===== src/rtl/dso_capture_ctrl_pkg.sv =====
// dso_cap_pkg: shared state encoding, trigger codes and helpers for the capture sequencer
package dso_cap_pkg;
    typedef enum logic [2:0] {IDLE, PRE, ARMED, POST, DONE, HOLD} state_t;
    localparam logic [1:0] TRIG_OFF  = 2'b00;
    localparam logic [1:0] TRIG_NORM = 2'b01;
    localparam logic [1:0] TRIG_AUTO = 2'b10;
    localparam logic [1:0] SRC_CH1   = 2'b00;
    localparam logic [1:0] SRC_CH2   = 2'b01;
    function automatic logic [3:0] clamp_dec(input logic [3:0] d, input logic [3:0] m);
        return d > m ? m : d;
    endfunction
endpackage


===== src/rtl/dso_capture_ctrl_trig_edge_det.sv =====
// trig_edge_det: synchronizes an async comparator pin and flags the selected edge 3 clk later
module trig_edge_det (
    input  logic clk,
    input  logic rst_n,
    input  logic pin,
    input  logic trig_edge,
    output logic trig_evt
);
    logic [2:0] sy;
    always_ff @(posedge clk) begin
        if (!rst_n) begin
            sy       <= '0;
            trig_evt <= 1'b0;
        end else begin
            sy       <= {sy[1:0], pin};
            trig_evt <= trig_edge ? (sy[1] & ~sy[2]) : (~sy[1] & sy[2]);
        end
    end
endmodule


===== src/rtl/dso_capture_ctrl.sv =====
// dso_capture_ctrl: pre/post-trigger capture sequencer driving the circular sample RAM
module dso_capture_ctrl
    import dso_cap_pkg::*;
#(
    parameter int ENTRIES = 512,
    parameter int AW      = 9,
    parameter int MAX_DEC = 9
) (
    input  logic          clk,
    input  logic          rst_n,
    input  logic          trig1,
    input  logic          trig2,
    input  logic [1:0]    trig_src,
    input  logic          trig_edge,
    input  logic [1:0]    trig_type,
    input  logic          capture_done,
    input  logic [AW-1:0] trig_pos,
    input  logic [3:0]    decimator,
    output logic          we,
    output logic [AW-1:0] waddr,
    output logic [AW-1:0] trig_addr,
    output logic          set_capture_done,
    output logic          armed
);
    state_t state, state_n;
    logic [AW-1:0] tp_l, pre_need, wcnt, acnt;
    logic [3:0] dec_l;
    logic [9:0] cnt, per_m1;
    logic evt1, evt2, trig_evt, trig_pend;
    logic active, mode_ok, start, tick, fire, abort;
    trig_edge_det u_det1 (.clk(clk), .rst_n(rst_n), .pin(trig1), .trig_edge(trig_edge), .trig_evt(evt1));
    trig_edge_det u_det2 (.clk(clk), .rst_n(rst_n), .pin(trig2), .trig_edge(trig_edge), .trig_evt(evt2));
    assign trig_evt = trig_src == SRC_CH1 ? evt1 : trig_src == SRC_CH2 ? evt2 : 1'b0;
    assign pre_need = AW'(ENTRIES - 1) - tp_l;
    assign per_m1   = (10'd1 << dec_l) - 10'd1;
    assign active   = state == PRE || state == ARMED || state == POST;
    assign mode_ok  = trig_type == TRIG_NORM || trig_type == TRIG_AUTO;
    assign start    = state == IDLE && mode_ok && !capture_done;
    assign tick     = cnt == per_m1;
    assign abort    = active && !mode_ok;
    // auto-roll forces the trigger on the ENTRIES-th armed tick
    assign fire     = state == ARMED && tick &&
                      (trig_pend || (trig_type == TRIG_AUTO && acnt == AW'(ENTRIES - 1)));
    always_ff @(posedge clk) begin
        if (!rst_n) begin
            state            <= IDLE;
            tp_l             <= '0;
            dec_l            <= '0;
            cnt              <= '0;
            wcnt             <= '0;
            acnt             <= '0;
            trig_pend        <= 1'b0;
            waddr            <= '0;
            trig_addr        <= '0;
            set_capture_done <= 1'b0;
        end else begin
            state            <= state_n;
            set_capture_done <= state_n == DONE && state != DONE;
            tp_l             <= start ? trig_pos : tp_l;
            dec_l            <= start ? clamp_dec(decimator, 4'(MAX_DEC)) : dec_l;
            cnt              <= active ? (tick ? '0 : cnt + 1'b1) : '0;
            wcnt             <= state_n != state ? '0 : (we ? wcnt + 1'b1 : wcnt);
            acnt             <= state == ARMED ? (tick ? acnt + 1'b1 : acnt) : '0;
            trig_pend        <= state == ARMED && !fire && (trig_pend || trig_evt);
            waddr            <= start ? '0 : (we ? waddr + 1'b1 : waddr);
            trig_addr        <= fire && !abort ? waddr : trig_addr;
        end
    end
    always_comb begin
        state_n = state;
        case (state)
            IDLE:    if (start) state_n = trig_pos == AW'(ENTRIES - 1) ? ARMED : PRE;
            PRE:     if (tick && wcnt == pre_need - 1'b1) state_n = ARMED;
            ARMED:   if (fire) state_n = tp_l == '0 ? DONE : POST;
            POST:    if (tick && wcnt == tp_l - 1'b1) state_n = DONE;
            DONE:    if (capture_done) state_n = HOLD;
            HOLD:    if (!capture_done) state_n = IDLE;
            default: state_n = IDLE;
        endcase
        if (abort) state_n = IDLE;
    end
    always_comb begin
        we    = tick && active;
        armed = state == ARMED;
    end
endmodule


===== config.mk =====
export PLATFORM = sky130hd
export DESIGN_NAME = dso_capture_ctrl
export DESIGN_NICKNAME = d
export VERILOG_FILES = /design/src/rtl/dso_capture_ctrl_pkg.sv /design/src/rtl/dso_capture_ctrl_trig_edge_det.sv /design/src/rtl/dso_capture_ctrl.sv
export SDC_FILE = /design/constraint.sdc
export NUM_CORES = 1
export LEC_CHECK = 0
export CORE_MARGIN = 2
export CORE_UTILIZATION = 25
export DETAILED_ROUTE_END_ITERATION = 8
export HOLD_SLACK_MARGIN = 0.15
export PLACE_DENSITY_LB_ADDON = 0.1
export SLEW_MARGIN = 20
export SYNTH_ARGS = -nofsm -noshare
export SYNTH_HDL_FRONTEND = slang
export SYNTH_HIERARCHICAL = 1
export SYNTH_SLANG_ARGS = --single-unit

===== constraint.sdc =====
create_clock -name clk -period 5.32 [get_ports clk]
set_clock_uncertainty 0.2 [all_clocks]
set_input_delay 0.532 -clock clk [delete_from_list [all_inputs] [get_ports clk]]
set_output_delay 0.532 -clock clk [all_outputs]
set_load 0.03 [all_outputs]

# After elaboration in Yosys (flattened, before gate mapping)

Index checks and enable logic that the tools add are counted.

Input port bits: 23
Flip-flop bits (word level): 72
Output and inout port bits: 21
Logic and storage cells: 94

Bitwise operators: 10
Equality and inequality tests: 16
$add $sub $neg: 8
Shift operators: 1
Muxes and demuxes: 15
Reduce and logical (&&, ||, !) cells: 29
$lt $le $gt $ge: 1

Operators by type and width:

| operator              | number |
|---|---|
| $add 9x1->9 const B   | 3 |
| $mux 3                | 8 |
| $eq 9x9->1            | 2 |
| $eq 9x9->1 const B    | 2 |
| $pmux 3 s6            | 1 |
| $sub 9x1->9 const B   | 2 |
| $logic_and 1x1->1     | 13 |
| $add 10x1->10 const B | 1 |
| $eq 10x10->1          | 1 |
| $shl 1x4->10 const A  | 1 |
| $sub 10x1->10 const B | 1 |
| $eq 3x3->1 const B    | 3 |
| $logic_not 9->1       | 1 |
| $sub 9x9->9 const A   | 1 |
| $eq 3x2->1 const B    | 2 |
| $not 1->1             | 6 |
| $logic_or 1x1->1      | 5 |
| $and 1x1->1           | 4 |
| $eq 2x1->1 const B    | 2 |
| $gt 4x4->1 const B    | 1 |
| $logic_not 1->1       | 4 |
| $mux 1                | 4 |
| $mux 4                | 1 |
| $reduce_or 2->1       | 2 |
| other kinds (9)       | 9 |

# Depth between registers and ports, before layout

Gate-level depths: netlist (run 1).

Depth in word-level cells: 10
Gate-level depth with buffers: 16
Depth with buffers taken out: 12

# Cells and area by module

The synthesis (run 1) kept the hierarchy.

By module, submodules not included:

| module           | sequential area each (sq um) | times used | area each (sq um) | cells an instance |
|---|---|---|---|---|
| dso_capture_ctrl | 1281.2                       | 1          | 3927.5            | 490 |
| trig_edge_det    | 80.1                         | 2          | 126.4             | 10 |

# Worst setup path before layout (run 1)

No wires, ideal clock.

Path type: register to output
Start point: register dec_l[0]
End point: output we
Stages on the path, launching flop included: 12
Data arrival time: 3117 ps
Path buffers: 4
Path slack: 1471 ps
Required time: 4588 ps
Path through: dfxtp_1 -> buf_6 -> or4_4 -> ha_1 -> clkbuf_1 -> xor2_1 -> xnor2_1 -> o2111ai_1 -> or4_1 -> buf_2 -> nor4_4 -> buf_4

Longest elaborated chain between the ends: 4

Ends and longest elaborated chain:

| item                   | RTL line               | RTL |
|---|---|---|
| from (decl)            | dso_capture_ctrl.sv:27 | `logic [3:0] dec_l;` |
| from (signal assigned) | dso_capture_ctrl.sv:60 | `dec_l <= start ? clamp_dec(decimator, 4'(MAX_DEC)) : dec_l;` |
| $shl 1x4->10           | dso_capture_ctrl.sv:35 | `assign per_m1 = (10'd1 << dec_l) - 10'd1;` |
| $sub 10x1->10          | dso_capture_ctrl.sv:35 |  |
| $eq 10x10->1           | dso_capture_ctrl.sv:39 | `assign tick = cnt == per_m1;` |
| $logic_and 1x1->1      | dso_capture_ctrl.sv:83 | `we = tick && active;` |
| to (decl)              | dso_capture_ctrl.sv:19 | `output logic we,` |

Every way passes these cells.

# Worst setup path after layout (run 1)

Start point: register dec_l[3]
End point: output we

Same word-level chain as after synthesis.

==> results.ini, run 1 <==
[logic_synthesis]
synth.avg_cell_area_sq_um=8.197
synth_top_area_share_pct=34.48
post-synth-top-area-cell=dfxtp_1
synth_seq_cells=72
netlist_area_sq_um=4180
yosysMostFrequentCell=dfxtp_1
ys_top_cells_by_count=dfxtp_1, nand2_1, nor2_1
syn_inst=510
yosys_most_used_dff=dfxtp_1
synth_cell_types=64
syn_nets=543
synth.area.top_cells=dfxtp_1, nand2_1, xnor2_1, xor2_1, nor2_1
ys_seq_area_share_pct=34.48
yosys_warnings=6
synth-edff-count=0
synthArstFlopShare_pct=0

[setup_path]
critPathBufInv=1
cp_max_fo=17
cp_slowest_cell=clkdlybuf4s50_1
reg2reg_depth=10
r2r-start=dec_l[3]$_SDFFE_PN0P_
critPathTopFamily=simple AND/OR/NAND/NOR gates
timing.rr.end=wcnt[5]$_SDFFE_PP0P_
cp_num_cells=8
critPathCapture=we
crit_path_cell_trace=or4_4, ha_1, xor2_1, xnor2_1, o2111ai_1, or4_1, nor4_4, clkdlybuf4s50_1
cp-start-kind=flip-flop
path_class=reg2out
required_ns=4.59
arrival_ns=4.09
end_kind=output pin
slowest_delay_ns=0.73
reg2reg_setup_slack_ns=0.98
crit_start=dec_l[3]$_SDFFE_PN0P_

[route]
ant_nets=0
drc=0
wl_microns=10810
initialDrtViolationCount=167
dr.pass1.iters=4
wl_per_cell_microns=14.15
wl_met3_microns=384
dr_wl_met2_microns=5050
highest_layer=met4
num_vias=3660
via_per_inst=4.791
routedLengthMet1_microns=5221

[job]
cap_viol_max_count=0

[global_routing]
first_global_vias=3606
overflow=0
grt_max_degree=40
grt_antenna_before_repair=0
grt_pass1_wl_microns=18200
grt_use_total_pct=12.78

[clocking]
cts_setup_buffers=0
cts_hold_buf=0
clockBufferDepth=2
cts_inserted_buffers=9
cts_tree=yes
clock-root-buffer=clkbuf_16
clk_pin_slew_ns=0.06
post_cts_resized=0
insertion_delay_ns=0.34
cts_max_level=3
cts_sinks=72

[sta]
setup_viol=0
fmax_ghz=0.2073
rsz0062_at_grt=no
period_minus_slack_ns=4.824
fin_setup_tns_ns=0
layout_setup_ws_ns=0.4956
drv_slew=0
tightest_slew_ns=0.7036
slew_headroom_pct=53.09
period_share_pct=90.68
hold_viol=0

[finish]
nNetsFinal=572
nFillCells=1779
drive_above_1_share_pct=7.169
fin_area_sq_um=5107
fin_cells=764
syn_to_final_growth_pct=22.18
diodes=0

[power_and_ir_drop]
switchingPower_uw=369.1
p_per_area_nw_per_um2=266.8
p_clk_share_pct=45.5
p_leak_nw=1.722
seq_power_share_pct=42.0
report.power.total_mw=1.363
intPower_uw=993.8
power_frac_comb_pct=12.5
sw_frac_of_total_pct=27.08
vdd_ir_drop_max_mv=0.1064

[placement]
hpwl_microns=7812
dp_cells=748
place.gp.congestion=0.7435
dpl-instance-area_sq_um=4797
io_buffers=43
pre_cts_ws_ns=0.8851

[die]
initial_core_util_pct=25.39
ios=44
coreArea_sq_um=16470
die_w_microns=133.3
die_h_microns=133.3
dieArea_sq_um=17770
rows=47

[hold_path]
min_from=u_det1/sy[0]$_SDFF_PN0_
hp-class=reg2reg

[run_status]
status=complete, no violations

-- power groups by stage --
stage / Combinational (mW) / Sequential, mW / Clock [mW]
floorplan: 0.136 / 0.567 / 0
global placement: 0.171 / 0.584 / 0
detailed placement: 0.172 / 0.584 / 0
CTS: 0.172 / 0.572 / 0.641
global route: 0.191 / 0.575 / 0.669
finish: 0.170 / 0.572 / 0.620
-- per-layer routing --
layer	up-vias	track usage (%)
li1	1866	-
met1	1727	15.99
met2	56	21.05
met3	11	2.816
met4	0	5.792
met5	-	0
-- how the worst min path moves through the flow --
stage	endpoint	cells past startpoint
after floorplan	u_det1/sy[1]$_SDFF_PN0_	1
after global placement	u_det2/sy[1]$_SDFF_PN0_	1
after detailed placement	u_det2/sy[1]$_SDFF_PN0_	1
after CTS	u_det2/sy[1]$_SDFF_PN0_	1
after global routing	u_det2/sy[1]$_SDFF_PN0_	1
final	u_det1/sy[1]$_SDFF_PN0_	1
-- layout by cell type, fill, tap and decap left out, types with 11 or more instances in the layout --
cell / count
and3_1: 13
nand2_1: 57
nor2_1: 41
a21oi_1: 19
mux2i_1: 13
nor3_1: 22
o21ai_0: 11
inv_1: 12
xnor2_1: 24
nand3_1: 13
dfxtp_1: 72
clkdlybuf4s50_1: 43
xor2_1: 22
a21boi_0: 11
nor2b_1: 17
nand4_1: 15
-- metrics by stage --
stage / util, % / hold slack (ns)
after floorplan: - / 0.2263
after global placement: 29.13 / 0.2282
after detailed placement: 29.13 / 0.2338
after CTS: 30.98 / 0.2491
after global routing: 31.02 / 0.2656
final: 31.02 / 0.2422
-- sequential cells by signal, summed over array words and instances, names as in the netlist --
| register | cells |
|---|---|
| trig_pend | 1 |
| set_capture_done | 1 |
| state | 3 |
| dec_l | 4 |
| tp_l | 9 |
| trig_addr | 9 |
| u_det1/sy | 3 |
| u_det1/trig_evt | 1 |
| u_det2/trig_evt | 1 |
| cnt | 10 |
| acnt | 9 |
| wcnt | 9 |
| waddr | 9 |
| u_det2/sy | 3 |
-- cell families (layout without fill, tap and decap cells) --
| family | after synthesis | after routing | synth area share (%) |
|---|---|---|---|
| AO/OA/AOI/OAI | 84 | 84 | 13.92 |
| XOR/XNOR | 46 | 46 | 9.638 |
| adder cells (fa/ha/maj) | 10 | 10 | 2.993 |
| buffers and inverters | 42 | 76 | 4.220 |
| flip-flops | 72 | 72 | 34.48 |
| multiplexers | 13 | 13 | 3.113 |
| AND/OR/NAND/NOR | 243 | 243 | 31.64 |
-- area by class of cell --
class | instances | area [sq um] | share of cell area [%]
multi-input combinational | 396 | 2574 | 50.39
sequential | 72 | 1441 | 28.22
timing repair buffer | 48 | 467.9 | 9.162
tap | 220 | 275.3 | 5.390
clock buffer | 9 | 225.2 | 4.410
clock inverter | 7 | 78.83 | 1.543
inverter | 12 | 45.04 | 0.8819
Note: power is estimated with default switching activity, not from simulation.
==> inputs of run 2 (changes only) <==
==> constraint.sdc (replaced) <==
create_clock -name clk -period 5.32 [get_ports clk]
set_clock_uncertainty 0.2 [all_clocks]
set_input_delay 1.064 -clock clk [delete_from_list [all_inputs] [get_ports clk]]
set_output_delay 1.064 -clock clk [all_outputs]
set_load 0.03 [all_outputs]
==> run 2 against run 1 <==
  * Clock power decreased by 5.0%
  * Largest power group unchanged
  * Die area unchanged
  * Utilization shrank 0.084 points
  * Clock-buffer cell count rose by 2
  * Register-to-register slack gained 0.05 ns
  * Combinational power is essentially flat
  * Largest cell class unchanged
==> results.ini, run 2 (synthesis results as in run 1) <==
[power_and_ir_drop]
vdd_ir_drop_max_mv=0.1204
p_per_area_nw_per_um2=261.6
report.power.total_mw=1.333
p_leak_nw=1.725

[sta]
setup_viol=0
layout_setup_ws_ns=0.5246
fin_setup_tns_ns=0
period_share_pct=90.14
period_minus_slack_ns=4.795
drv_slew=0
rsz0062_at_grt=no
hold_slack_ns=0.2459
tightest_slew_ns=0.7573
slew_headroom_pct=49.35
fmax_ghz=0.2085
hold_viol=0

[die]
ios=44
coreArea_sq_um=16470
die_h_microns=133.3
dieArea_sq_um=17770
initial_core_util_pct=25.39
rows=47
die_w_microns=133.3

[global_routing]
grt_use_total_pct=12.85
first_global_vias=3598
grt_pass1_wl_microns=18200
grt_max_degree=22
overflow=0
grt_antenna_before_repair=0

[route]
num_vias=3667
ant_nets=0
via_per_inst=4.793
initialDrtViolationCount=172
wl_per_cell_microns=14.25
dr.pass1.iters=4
wl_microns=10900
drc=0

[setup_path]
timing.rr.end=wcnt[5]$_SDFFE_PP0P_
critPathCapture=we
required_ns=4.06
cp_max_fo=17
end_kind=output pin
r2r-start=dec_l[3]$_SDFFE_PN0P_
reg2reg_setup_slack_ns=1.03
path_class=reg2out
reg2reg_depth=10
crit_start=dec_l[3]$_SDFFE_PN0P_
arrival_ns=3.53
cp-start-kind=flip-flop

[finish]
fin_area_sq_um=5094
layout_commonest_cell=dfxtp_1
syn_to_final_growth_pct=21.85
fin_util_pct=30.93
fin_cells=765
drive_above_1_share_pct=7.339
nNetsFinal=573
layout_common_cells=dfxtp_1, nand2_1, clkdlybuf4s50_1, nor2_1, xnor2_1
largest_reg_flops=10
top_register=cnt
diodes=0

[clocking]
post_cts_resized=0
clock-root-buffer=clkbuf_16
cts_max_level=3
clk_pin_slew_ns=0.06
cts_setup_buffers=0
cts_tree=yes
cts_inserted_buffers=9
insertion_delay_ns=0.34
clockBufferDepth=2
cts_sinks=72
cts_hold_buf=0

[hold_path]
hp-class=reg2reg

[placement]
place.gp.congestion=0.7594
io_buffers=43
dpl-instance-area_sq_um=4802
hpwl_microns=7924
dp_cells=749
pre_cts_ws_ns=0.8757

[run_status]
status=complete, no violations

[job]
cap_viol_max_count=0

-- run 2: cell types whose count changed in the layout (fill, tap and decap cells not counted) --
cell             change
clkinvlp_4           -1
a311oi_1             +1
clkbuf_8             +2
clkinv_4             +2
inv_6                -1
inv_8                -1
a311oi_2             -1
bufinv_16            -1
clkdlybuf4s50_1      -1
buf_4                +2
-- run 2: layer usage --
metal,vias to the layer above,wire length [microns],global-route usage [%]
met2,61,5028,20.48
met1,1723,5181,16.55
met4,0,172,5.083
li1,1867,-,-
met5,-,0,0
met3,16,516,3.425
-- run 2: where the power goes --
part	switching [mW]	total (mW)	internal (mW)
clock	0.246	0.589	0.343
combinational	0.0946	0.171	0.0767
sequential	0.0231	0.572	0.549
total	0.363	1.33	0.969
-- run 2: worst min path at each step --
stage,from,endpoint,slack [ns],cells after the start
floorplan,u_det1/sy[0]$_SDFF_PN0_,u_det1/sy[1]$_SDFF_PN0_,0.23,1
global placement,u_det2/sy[0]$_SDFF_PN0_,u_det2/sy[1]$_SDFF_PN0_,0.23,1
detailed placement,u_det1/sy[0]$_SDFF_PN0_,u_det1/sy[1]$_SDFF_PN0_,0.23,1
CTS,u_det1/sy[0]$_SDFF_PN0_,u_det1/sy[1]$_SDFF_PN0_,0.25,1
global route,u_det1/sy[0]$_SDFF_PN0_,u_det1/sy[1]$_SDFF_PN0_,0.26,1
finish,u_det1/sy[0]$_SDFF_PN0_,u_det1/sy[1]$_SDFF_PN0_,0.25,1
-- run 2: critical path: stages, from the launching register on --
cell,delay (ns)
dfxtp_1,0.47
or4_4,0.61
ha_1,0.37
xor2_1,0.21
xnor2_1,0.17
o2111ai_1,0.12
or4_1,0.66
nor4_4,0.35
buf_4,0.23
-- run 2: final cells by class --
class	instances	area, sq um
fillers	1772	11370
clock buffers	11	252.7
inverters	12	45.04
repair buffers	49	473.0
multi-input cells	396	2567
well taps	220	275.3
clock inverters	5	38.79
flip-flops and latches	72	1441
